### config.mk
export PLATFORM = sky130hd
export DESIGN_NAME = multu_ctrl
export DESIGN_NICKNAME = d
export VERILOG_FILES = /design/src/rtl/multu_ctrl.sv
export SDC_FILE = /design/constraint.sdc
export NUM_CORES = 1
export LEC_CHECK = 0
export CAP_MARGIN = 20
export CORE_UTILIZATION = 51
export DETAILED_ROUTE_END_ITERATION = 10
export PLACE_DENSITY = 0.86
export SLEW_MARGIN = 20
export SYNTH_ARGS = -nofsm -noshare
export SYNTH_HDL_FRONTEND = slang
export SYNTH_SLANG_ARGS = --single-unit
### constraint.sdc
create_clock -name clk -period 4.5 [get_ports clk]
set_input_delay 0.9 -clock clk [delete_from_list [all_inputs] [get_ports clk]]
set_output_delay 0.9 -clock clk [all_outputs]
set_load 0.02 [all_outputs]
### src/rtl/multu_ctrl.sv
// multu_ctrl
// Sequencer for the MIPS-Lite MULTU instruction. Runs a 32-step unsigned
// shift-add multiply on the shared EX-stage ALU using only ADD operations,
// then commits the 64-bit product to the architectural HI/LO registers.
//
// Ports
//   clk        rising-edge clock
//   rst        asynchronous active-low reset
//   start      MULTU issued in EX, sampled only in IDLE
//   flush      synchronous abort; wins over accept and final commit
//   opA, opB   multiplicand / multiplier, captured on accept
//   aluResult  shared ALU result (combinational from aluA/aluB)
//   aluSel     1 while this block owns the ALU operand mux
//   aluA/aluB  ALU operands while owned, zero otherwise
//   aluSignal  ALU op code while owned (3'b010 = ADD), zero otherwise
//   busy       high in RUN
//   stall      pipeline stall request
//   done       one-cycle pulse in DONE; HI/LO are valid
//   hi, lo     architectural HI/LO
//   fsm_state  current FSM state (IDLE=0, RUN=1, DONE=2) for observation
//
// Handshake: there is no backpressure. start is accepted on the edge where
// the FSM is IDLE, start=1 and flush=0; stall is raised combinationally in
// that same cycle and held through RUN, and done marks the single cycle in
// which the new HI/LO are first visible.
module multu_ctrl #(
  parameter int WIDTH = 32,
  parameter int CNT_W = 5
) (
  input  logic             clk,
  input  logic             rst,
  input  logic             start,
  input  logic             flush,
  input  logic [WIDTH-1:0] opA,
  input  logic [WIDTH-1:0] opB,
  input  logic [WIDTH-1:0] aluResult,
  output logic             aluSel,
  output logic [WIDTH-1:0] aluA,
  output logic [WIDTH-1:0] aluB,
  output logic [2:0]       aluSignal,
  output logic             busy,
  output logic             stall,
  output logic             done,
  output logic [WIDTH-1:0] hi,
  output logic [WIDTH-1:0] lo,
  output logic [1:0]       fsm_state
);

  localparam logic [1:0] S_IDLE = 2'd0;
  localparam logic [1:0] S_RUN  = 2'd1;
  localparam logic [1:0] S_DONE = 2'd2;

  localparam logic [2:0]       ALU_ADD  = 3'b010;
  localparam logic [CNT_W-1:0] LAST_CNT = CNT_W'(WIDTH - 1);

  logic [1:0]       state;
  logic [WIDTH-1:0] acc;
  logic [WIDTH-1:0] mplr;
  logic [WIDTH-1:0] mcand;
  logic [CNT_W-1:0] cnt;

  logic             carry;
  logic [WIDTH-1:0] next_acc;
  logic [WIDTH-1:0] next_mplr;
  logic             in_run;
  logic             accept;

  assign in_run = (state == S_RUN);
  assign accept = (state == S_IDLE) && start && !flush;

  // ALU operand drive; everything is zero when the ALU is not owned so the
  // EX mux sees a quiet bus.
  always_comb begin
    aluSel    = 1'b0;
    aluA      = '0;
    aluB      = '0;
    aluSignal = 3'b000;
    if (in_run) begin
      aluSel    = 1'b1;
      aluA      = acc;
      aluB      = mplr[0] ? mcand : '0;
      aluSignal = ALU_ADD;
    end
  end

  // The ALU has no carry-out: an unsigned add wrapped exactly when the sum
  // is smaller than one of its addends.
  always_comb begin
    carry     = (aluResult < acc);
    next_acc  = {carry, aluResult[WIDTH-1:1]};
    next_mplr = {aluResult[0], mplr[WIDTH-1:1]};
  end

  assign busy      = in_run;
  assign stall     = in_run | accept;
  assign done      = (state == S_DONE);
  assign fsm_state = state;

  always_ff @(posedge clk or negedge rst) begin
    if (!rst) begin
      state <= S_IDLE;
      acc   <= '0;
      mplr  <= '0;
      mcand <= '0;
      cnt   <= '0;
      hi    <= '0;
      lo    <= '0;
    end else begin
      case (state)
        S_IDLE: begin
          if (accept) begin
            acc   <= '0;
            mplr  <= opB;
            mcand <= opA;
            cnt   <= '0;
            state <= S_RUN;
          end
        end
        S_RUN: begin
          if (flush) begin
            state <= S_IDLE;
          end else begin
            acc  <= next_acc;
            mplr <= next_mplr;
            cnt  <= cnt + 1'b1;
            // Final step: commit the values being formed this cycle, the
            // working registers are not read again.
            if (cnt == LAST_CNT) begin
              hi    <= next_acc;
              lo    <= next_mplr;
              state <= S_DONE;
            end
          end
        end
        S_DONE: state <= S_IDLE;
        default: state <= S_IDLE;
      endcase
    end
  end

endmodule

==> results.toml, run 1 <==
[run_status]
status = "complete, no violations"

[synth]
synth_warnings = 0
syn_inst = 701
ys_async_sr_fraction = 1.00
synth_edf_count = 0
synth_top_area_frac = 0.535
yosysTopAreaCell = "dfrtp_1"
syn_area_per_cell_um2 = 11.2
syn_area_mm2 = 0.00782
synth_area_leaders = "dfrtp_1, mux2_4, nand2_1, ha_1, a22o_1"
synth_top_flop_cell = "dfrtp_1"
seq_area_frac_synth = 0.535
yosys_register_bits = 167
synth.distinct_cells = 39

[detailed_routing]
firstDrtPassIters = 5
route.detailed.drc = 0
detail-route-antenna-nets = 0
routed-via-count = 5950
routedWlPerCell_um = 17.3
wl_um = 19300
drt_iter0_markers = 285
viasPerCell = 5.35

[floorplanning]
die_w_um = 126
fp.dieH_um = 126
dieArea_mm2 = 0.0158
io_pins = 237
start_util = 0.530
rows = 44
coreArea_mm2 = 0.0148

[global_route]
antenna_found_initial = 0
track_usage = 0.255
grt_pass1_vias = 6183
grt_max_degree = 91
overflow = 0
grt_pass1_wl_um = 31700

[timing]
maxClockFrequency_ghz = 0.274
finalHoldViolations = 0
rsz0062_at_grt = "no"
period_share = 0.811
skew_ns = 0.0144
maxSlewViolCount = 0
worstMarginPinSlew_ns = 1.05
fin_crit_ns = 3.65
maxSlewHeadroom = 0.301
setup_violations = 0
setup_slack_ns = 0.849
tns_ns = 0
whs_ns = 0.469

[clock_network]
tritoncts = "done"
clk_transition_reported_paths_ns = 0.06
cts_max_path_buffers = 2
clock_latency_ns = 0.42
clock_sinks = 167
cts_inserted_buffers = 17
clockRootBuffer = "clkbuf_16"
h-tree-depth = 4
postCtsHoldBufs = 0
cts_setup_buffers = 0
cts_resized = 0

[setup_path]
startpoint_type = "flop"
max_stage_delay_ns = 0.78
end_kind = "primary output"
crit_type = "flop to primary output"
cp_data_arrival_time_ns = 2.75
worstPathRequired_ns = 3.60
worstPathBufferInverterCount = 2
cp_top_family = "simple AND/OR/NAND/NOR gates"
path_max_fanout = 41
critPathSlowestCell = "nor2b_4"
path_cells = "nor2b_4, buf_4, and2_1, clkdlybuf4s50_1"

[pwr]
p_leak_nw = 5.18
vdd_ir_drop_max_mv = 0.308
p_per_area_mw_per_mm2 = 365

[hold_path]
hp-class = "flop to flop"

[cells_and_area]
multiInputGateArea_mm2 = 0.00329
n_antenna_cell = 0
drive_gt1_frac = 0.118
regArea_mm2 = 0.00418
area_growth_pct = 38.2
nets = 1049
n_fill_cell = 999
final_area_mm2 = 0.0108

[placed_design]
placed_area_mm2 = 0.0102
dp_hpwl_um = 13000
port_buffers = 234
place.gp.congestion = 0.779
dp_slack_ns = 0.866

[flow_run]
maxCapViolCount = 0
## cell families after synthesis
kind of cell / Yosys count / share of synthesized area
adders and majority gates: 33 / 0.0528
other: 1 / 0.000480
buffers and inverters: 78 / 0.0474
xor gates and xnor gates: 2 / 0.00224
muxes: 64 / 0.116
DFF: 167 / 0.535
and+or+nand+nor: 261 / 0.155
AOI/OAI and AO/OA: 95 / 0.0916
## metrics by stage
stage,total power (W),std cells,utilization
floorplan,0.00225,702,-
global placement,0.00256,1081,0.694
detailed placement,0.00259,1081,0.694
CTS,0.00398,1113,0.732
global route,0.00417,1113,0.732
finish,0.00395,1113,0.732
## flip-flops by register name (all words and copies together), names as in the netlist
| register | flops |
|---|---|
| acc | 32 |
| cnt | 5 |
| lo | 32 |
| mplr | 32 |
| fsm_state | 2 |
| mcand | 32 |
| hi | 32 |
## layer usage
metal	vias to the layer above	wire length, um	global-route usage
li1	2807	-	-
met5	-	0	0
met3	23	979	0.0675
met1	2941	8380	0.328
met4	0	351	0.0815
met2	179	9560	0.422
## worst min-delay path: cells and delay by family (launching register included)
kind	cells	cell delay [ns]
DFF	1	0.34
and+or+nand+nor	2	0.10
## layout by cell type (no fill, tap or decap), drive strengths merged, types with 3 or more instances in the layout
cell	synthesis	final
dfrtp	167	167
and3	33	33
ha	33	33
a22oi	31	31
nand4	6	6
clkdlybuf4s50	0	233
nand2b	3	3
nor2	7	7
clkinv	0	5
inv	31	35
buf	29	9
and2	33	33
nand2	169	169
mux2	64	64
clkbuf	18	19
a21oi	13	13
a22o	34	34
o21ai	6	6
clkinvlp	0	3
nor2b	3	3
## layout make-up
| cell class | count | area share |
|---|---|---|
| Multi-Input combinational cell | 457 | 0.304 |
| Timing Repair Buffer | 242 | 0.225 |
| Tap cell | 184 | 0.0213 |
| Sequential cell | 167 | 0.387 |
| Inverter | 31 | 0.0108 |
| Clock buffer | 19 | 0.0410 |
| Clock inverter | 13 | 0.0111 |
## cell usage after synthesis (2+ instances only)
cell type  count
clkbuf_1      18
nand2b_1       3
buf_4          4
o21ai_0        6
buf_2         14
a21o_1         2
a21oi_1       13
o21a_1         2
a22oi_1       31
dfrtp_1      167
and2_1        32
mux2_4        49
buf_1          5
ha_1          33
buf_6          6
nor3_1         2
inv_1         31
and3_1        33
nand4_1        6
a22o_1        34
nor2b_1        2
nor2_1         7
a211oi_1       2
xor2_1         2
nand2_1      169
mux2_2        15
## report_power, final
| part | switching (W) | internal, W |
|---|---|---|
| sequential | 0.000153 | 0.00169 |
| combinational | 0.000379 | 0.000348 |
| clock | 0.000599 | 0.000782 |
| total | 0.00113 | 0.00282 |
## path summary, 6_finish.rpt
kind / start / endpoint / slack, ns / cells past startpoint
setup / recovery: fsm_state[0]$_DFFE_PN0P_ / aluA[29] / 0.85 / 4
hold / removal: mcand[23]$_DFFE_PN0P_ / mcand[23]$_DFFE_PN0P_ / 0.47 / 2
setup reg to reg: fsm_state[0]$_DFFE_PN0P_ / hi[12]$_DFFE_PN0P_ / 1.58 / 5
hold reg to reg: mcand[23]$_DFFE_PN0P_ / mcand[23]$_DFFE_PN0P_ / 0.47 / 2
max in group asynchronous: rst / mcand[28]$_DFFE_PN0P_ / 3.08 / 2
min in group asynchronous: rst / hi[8]$_DFFE_PN0P_ / 0.50 / 1
(Power assumes the default switching activity.)
==> run 2: changes to the inputs <==
--- a/config.mk
+++ b/config.mk
@@ -6,9 +6,9 @@
 export NUM_CORES = 1
 export LEC_CHECK = 0
 export CAP_MARGIN = 20
-export CORE_UTILIZATION = 51
+export CORE_UTILIZATION = 47
 export DETAILED_ROUTE_END_ITERATION = 10
-export PLACE_DENSITY = 0.86
+export PLACE_DENSITY = 0.8
 export SLEW_MARGIN = 20
 export SYNTH_ARGS = -nofsm -noshare
 export SYNTH_HDL_FRONTEND = slang
==> constraint.sdc (replaced) <==
create_clock -name clk -period 3.4 [get_ports clk]
set_input_delay 0.68 -clock clk [delete_from_list [all_inputs] [get_ports clk]]
set_output_delay 0.68 -clock clk [all_outputs]
set_load 0.02 [all_outputs]
==> results.toml, run 2 (same netlist as run 1, synthesis figures left out) <==
[pwr]
vdd_ir_drop_max_mv = 0.438
p_leak_nw = 5.23
p_per_area_mw_per_mm2 = 485

[flow_run]
maxCapViolCount = 0

[setup_path]
startpoint_type = "primary input"
crit_type = "primary input to primary output"
reg2reg_depth = 8
cp_data_arrival_time_ns = 2.47
worstReg2RegStart = "fsm_state[0]$_DFFE_PN0P_"
end_kind = "primary output"
worstPathRequired_ns = 2.72
r2r-end = "cnt[3]$_DFFE_PN0P_"
path_max_fanout = 2
r2r_slack_ns = 0.92

[clock_network]
clock_latency_ns = 0.42
clk_transition_reported_paths_ns = 0.07
clock_sinks = 167
cts_inserted_buffers = 17
tritoncts = "done"
cts_setup_buffers = 0
h-tree-depth = 4
clockRootBuffer = "clkbuf_16"
cts_resized = 0
postCtsHoldBufs = 0
cts_max_path_buffers = 2

[timing]
period_share = 0.928
finalHoldViolations = 0
tns_ns = 0
skew_ns = 0.00750
maxClockFrequency_ghz = 0.317
whs_ns = 0.269
worstMarginPinSlew_ns = 0.912
maxSlewHeadroom = 0.392
maxSlewViolCount = 0
setup_violations = 0
fin_crit_ns = 3.15
rsz0062_at_grt = "no"
setup_slack_ns = 0.246

[detailed_routing]
drt_iter0_markers = 272
wl_um = 19700
route.detailed.drc = 0
detail-route-antenna-nets = 0
firstDrtPassIters = 4
viasPerCell = 5.16
routed-via-count = 5953
routedWlPerCell_um = 17.1

[global_route]
grt_pass1_vias = 5926
overflow = 0
track_usage = 0.235
antenna_found_initial = 0
grt_pass1_wl_um = 30800
grt_max_degree = 74

[cells_and_area]
regArea_mm2 = 0.00418
n_antenna_cell = 0
nets = 1057
area_growth_pct = 39.8
drive_gt1_frac = 0.127
n_fill_cell = 1187
mostFrequentLayoutCells = "clkdlybuf4s50_1, nand2_1, dfrtp_1"
multiInputGateArea_mm2 = 0.00329
final_core_util = 0.681
layout_commonest_cell = "clkdlybuf4s50_1"

[floorplanning]
rows = 46
die_w_um = 131
coreArea_mm2 = 0.0161
io_pins = 237
dieArea_mm2 = 0.0172
start_util = 0.487
fp.dieH_um = 131

[placed_design]
dp_hpwl_um = 13600
dp_slack_ns = 0.252
port_buffers = 234
place.gp.congestion = 0.754

[run_status]
status = "complete, no violations"

[hold_path]
hp-class = "primary input to asynchronous set/reset pin"
## run 2: power by group
group          internal, W  leakage [nW]  switching, W
clock             0.000986         0.279      0.000910
sequential         0.00223          2.20      0.000202
combinational     0.000467          2.75      0.000503
total              0.00368          5.23       0.00162
## run 2: metal layers
metal / up-vias / global-route usage / wire (um)
met5: - / 0 / 0
met4: 0 / 0.0913 / 487
met3: 32 / 0.0676 / 1200
met2: 174 / 0.373 / 9480
met1: 2915 / 0.304 / 8540
li1: 2832 / - / -
## run 2: how the worst max path moves through the flow
stage / to / slack [ns] / from / cells past startpoint
CTS: stall / 0.25 / start / 4
global route: stall / 0.20 / start / 4
floorplan: stall / 1.08 / flush / 3
global placement: stall / 0.25 / start / 4
detailed placement: stall / 0.25 / start / 4
finish: stall / 0.25 / start / 4
## run 2: cell type report
class | count | area share
sequential | 167 | 0.382
tap | 216 | 0.0247
multi-input combinational | 457 | 0.301
clock inverter | 15 | 0.0149
clock buffer | 17 | 0.0389
timing repair buffer | 250 | 0.228
inverter | 31 | 0.0106
## run 2: worst max-delay path, cell delays in order
cell	delay (ns)
clkdlybuf4s50_1	0.49
or4b_2	0.61
nand2b_1	0.09
clkdlybuf4s50_1	0.60
## run 2: stage by stage
step,instance area [um^2],total power (W),cells
6_report,10900,0.00530,1153
5_1_grt,10900,0.00557,1153
4_1_cts,10900,0.00536,1153
3_5_place_dp,10300,0.00344,1121
3_3_place_gp,10300,0.00340,1121
2_1_floorplan,7820,0.00297,702
==> run 3: changes to the inputs <==
--- a/config.mk
+++ b/config.mk
@@ -9,6 +9,7 @@
 export CORE_UTILIZATION = 47
 export DETAILED_ROUTE_END_ITERATION = 10
 export PLACE_DENSITY = 0.8
+export REMOVE_ABC_BUFFERS = 1
 export SLEW_MARGIN = 20
 export SYNTH_ARGS = -nofsm -noshare
 export SYNTH_HDL_FRONTEND = slang
==> results.toml, run 3 (same netlist as run 1, synthesis figures left out) <==
[cells_and_area]
n_fill_cell = 1191
drive_gt1_frac = 0.124
n_antenna_cell = 0
area_growth_pct = 40.5
nets = 1054
final_core_util = 0.684
layout_commonest_cell = "clkdlybuf4s50_1"
multiInputGateArea_mm2 = 0.00329
final_area_mm2 = 0.0110
regArea_mm2 = 0.00418
mostFrequentLayoutCells = "clkdlybuf4s50_1, nand2_1, dfrtp_1"

[timing]
rsz0062_at_grt = "no"
worstMarginPinSlew_ns = 0.820
tns_ns = 0
maxSlewViolCount = 0
maxSlewHeadroom = 0.453
finalHoldViolations = 0
maxClockFrequency_ghz = 0.315
setup_slack_ns = 0.230
fin_crit_ns = 3.17
setup_violations = 0
period_share = 0.932
skew_ns = 0.0112

[run_status]
status = "complete, no violations"

[clock_network]
clock_latency_ns = 0.42
clockRootBuffer = "clkbuf_16"
postCtsHoldBufs = 0
cts_setup_buffers = 0
clock_sinks = 167
clk_transition_reported_paths_ns = 0.06
cts_resized = 0
h-tree-depth = 4
cts_inserted_buffers = 17
cts_max_path_buffers = 2
tritoncts = "done"

[detailed_routing]
detail-route-antenna-nets = 0
drt_iter0_markers = 281
viasPerCell = 5.25
wl_um = 19600
routedWlPerCell_um = 17.1
routed-via-count = 6035
firstDrtPassIters = 4
route.detailed.drc = 0

[setup_path]
end_kind = "primary output"
cp_data_arrival_time_ns = 2.49
crit_type = "primary input to primary output"
startpoint_type = "primary input"
worstPathRequired_ns = 2.72
path_common_cell = "clkdlybuf4s50_1"
critPathSlowestCell = "or4b_2"
path_max_fanout = 2
path_cells = "clkdlybuf4s50_1, or4b_2, nand2b_1, clkdlybuf4s50_1"
max_stage_delay_ns = 0.61
cp_top_family = "buffers and inverters"
worstPathBufferInverterCount = 2

[global_route]
antenna_found_initial = 0
overflow = 0
grt_max_degree = 72
grt_pass1_vias = 6093
track_usage = 0.237
grt_pass1_wl_um = 31000

[floorplanning]
die_w_um = 131
io_pins = 237
start_util = 0.487
rows = 46
dieArea_mm2 = 0.0172
fp.dieH_um = 131
coreArea_mm2 = 0.0161

[flow_run]
maxCapViolCount = 0

[placed_design]
place.gp.congestion = 0.781
port_buffers = 234
dp_slack_ns = 0.224
placed_area_mm2 = 0.0103
dp_hpwl_um = 13100

[pwr]
vdd_ir_drop_max_mv = 0.372
p_total_w = 0.00547
pwr-share-clk = 0.379
seqPwrFrac = 0.443
p_comb_frac = 0.178
swShare = 0.277
switching_power_w = 0.00152
p_per_area_mw_per_mm2 = 498
p_leak_nw = 5.25
internal_power_w = 0.00395

[hold_path]
hp-class = "primary input to asynchronous set/reset pin"
==> run 3: cell types whose count changed in the layout (fill, tap and decap cells not counted), sizes merged <==
cell,delta
inv,-4
clkbuf,+1
clkinvlp,-1
bufinv,+4
buf,-3
==> run 3: final timing paths <==
check / from / endpoint / slack (ns) / depth (start not counted)
worst max-delay path: start / stall / 0.23 / 4
worst min-delay path: rst / hi[8]$_DFFE_PN0P_ / 0.27 / 1
worst max register to register: fsm_state[1]$_DFFE_PN0P_ / cnt[3]$_DFFE_PN0P_ / 0.97 / 7
worst min register to register: mcand[31]$_DFFE_PN0P_ / mcand[31]$_DFFE_PN0P_ / 0.47 / 2
max in group asynchronous: rst / lo[27]$_DFFE_PN0P_ / 2.24 / 2
min in group clk: mcand[31]$_DFFE_PN0P_ / mcand[31]$_DFFE_PN0P_ / 0.47 / 2
==> run 3: routing by layer <==
layer	track usage	up-vias	wire length [um]
li1	-	2823	-
met1	0.293	2990	8480
met2	0.392	197	9360
met3	0.0729	25	1480
met4	0.0825	0	303
met5	0	-	0
==> run 3: per-stage QoR <==
step	cells	hold WS, ns
floorplan	655	0.384
global placement	1118	0.449
detailed placement	1118	0.455
CTS	1150	0.299
global route	1150	0.314
finish	1150	0.272
==> run 3: worst register-to-register path, stage by stage, from the launching register on <==
cell and delay, ns:
dfrtp_1 0.51, nor2b_4 0.17, buf_4 0.31, and2b_2 0.25
buf_4 0.63, nand4_1 0.22, xor2_1 0.16, nor2_1 0.05
==> run 3: final cells by class <==
type                       instances  area share
timing repair buffer             247       0.227
inverter                          31      0.0106
clock inverter                    14      0.0177
clock buffer                      18      0.0400
sequential                       167       0.381
tap                              216      0.0246
multi-input combinational        457       0.300
==> run 3: power groups by stage <==
stage / Sequential, W / Combinational, W / Clock [W]
after floorplan: 0.00240 / 0.000550 / 0
after global placement: 0.00245 / 0.000944 / 0
after detailed placement: 0.00246 / 0.000975 / 0
after CTS: 0.00243 / 0.000985 / 0.00211
after global routing: 0.00246 / 0.00110 / 0.00219
final: 0.00243 / 0.000973 / 0.00207
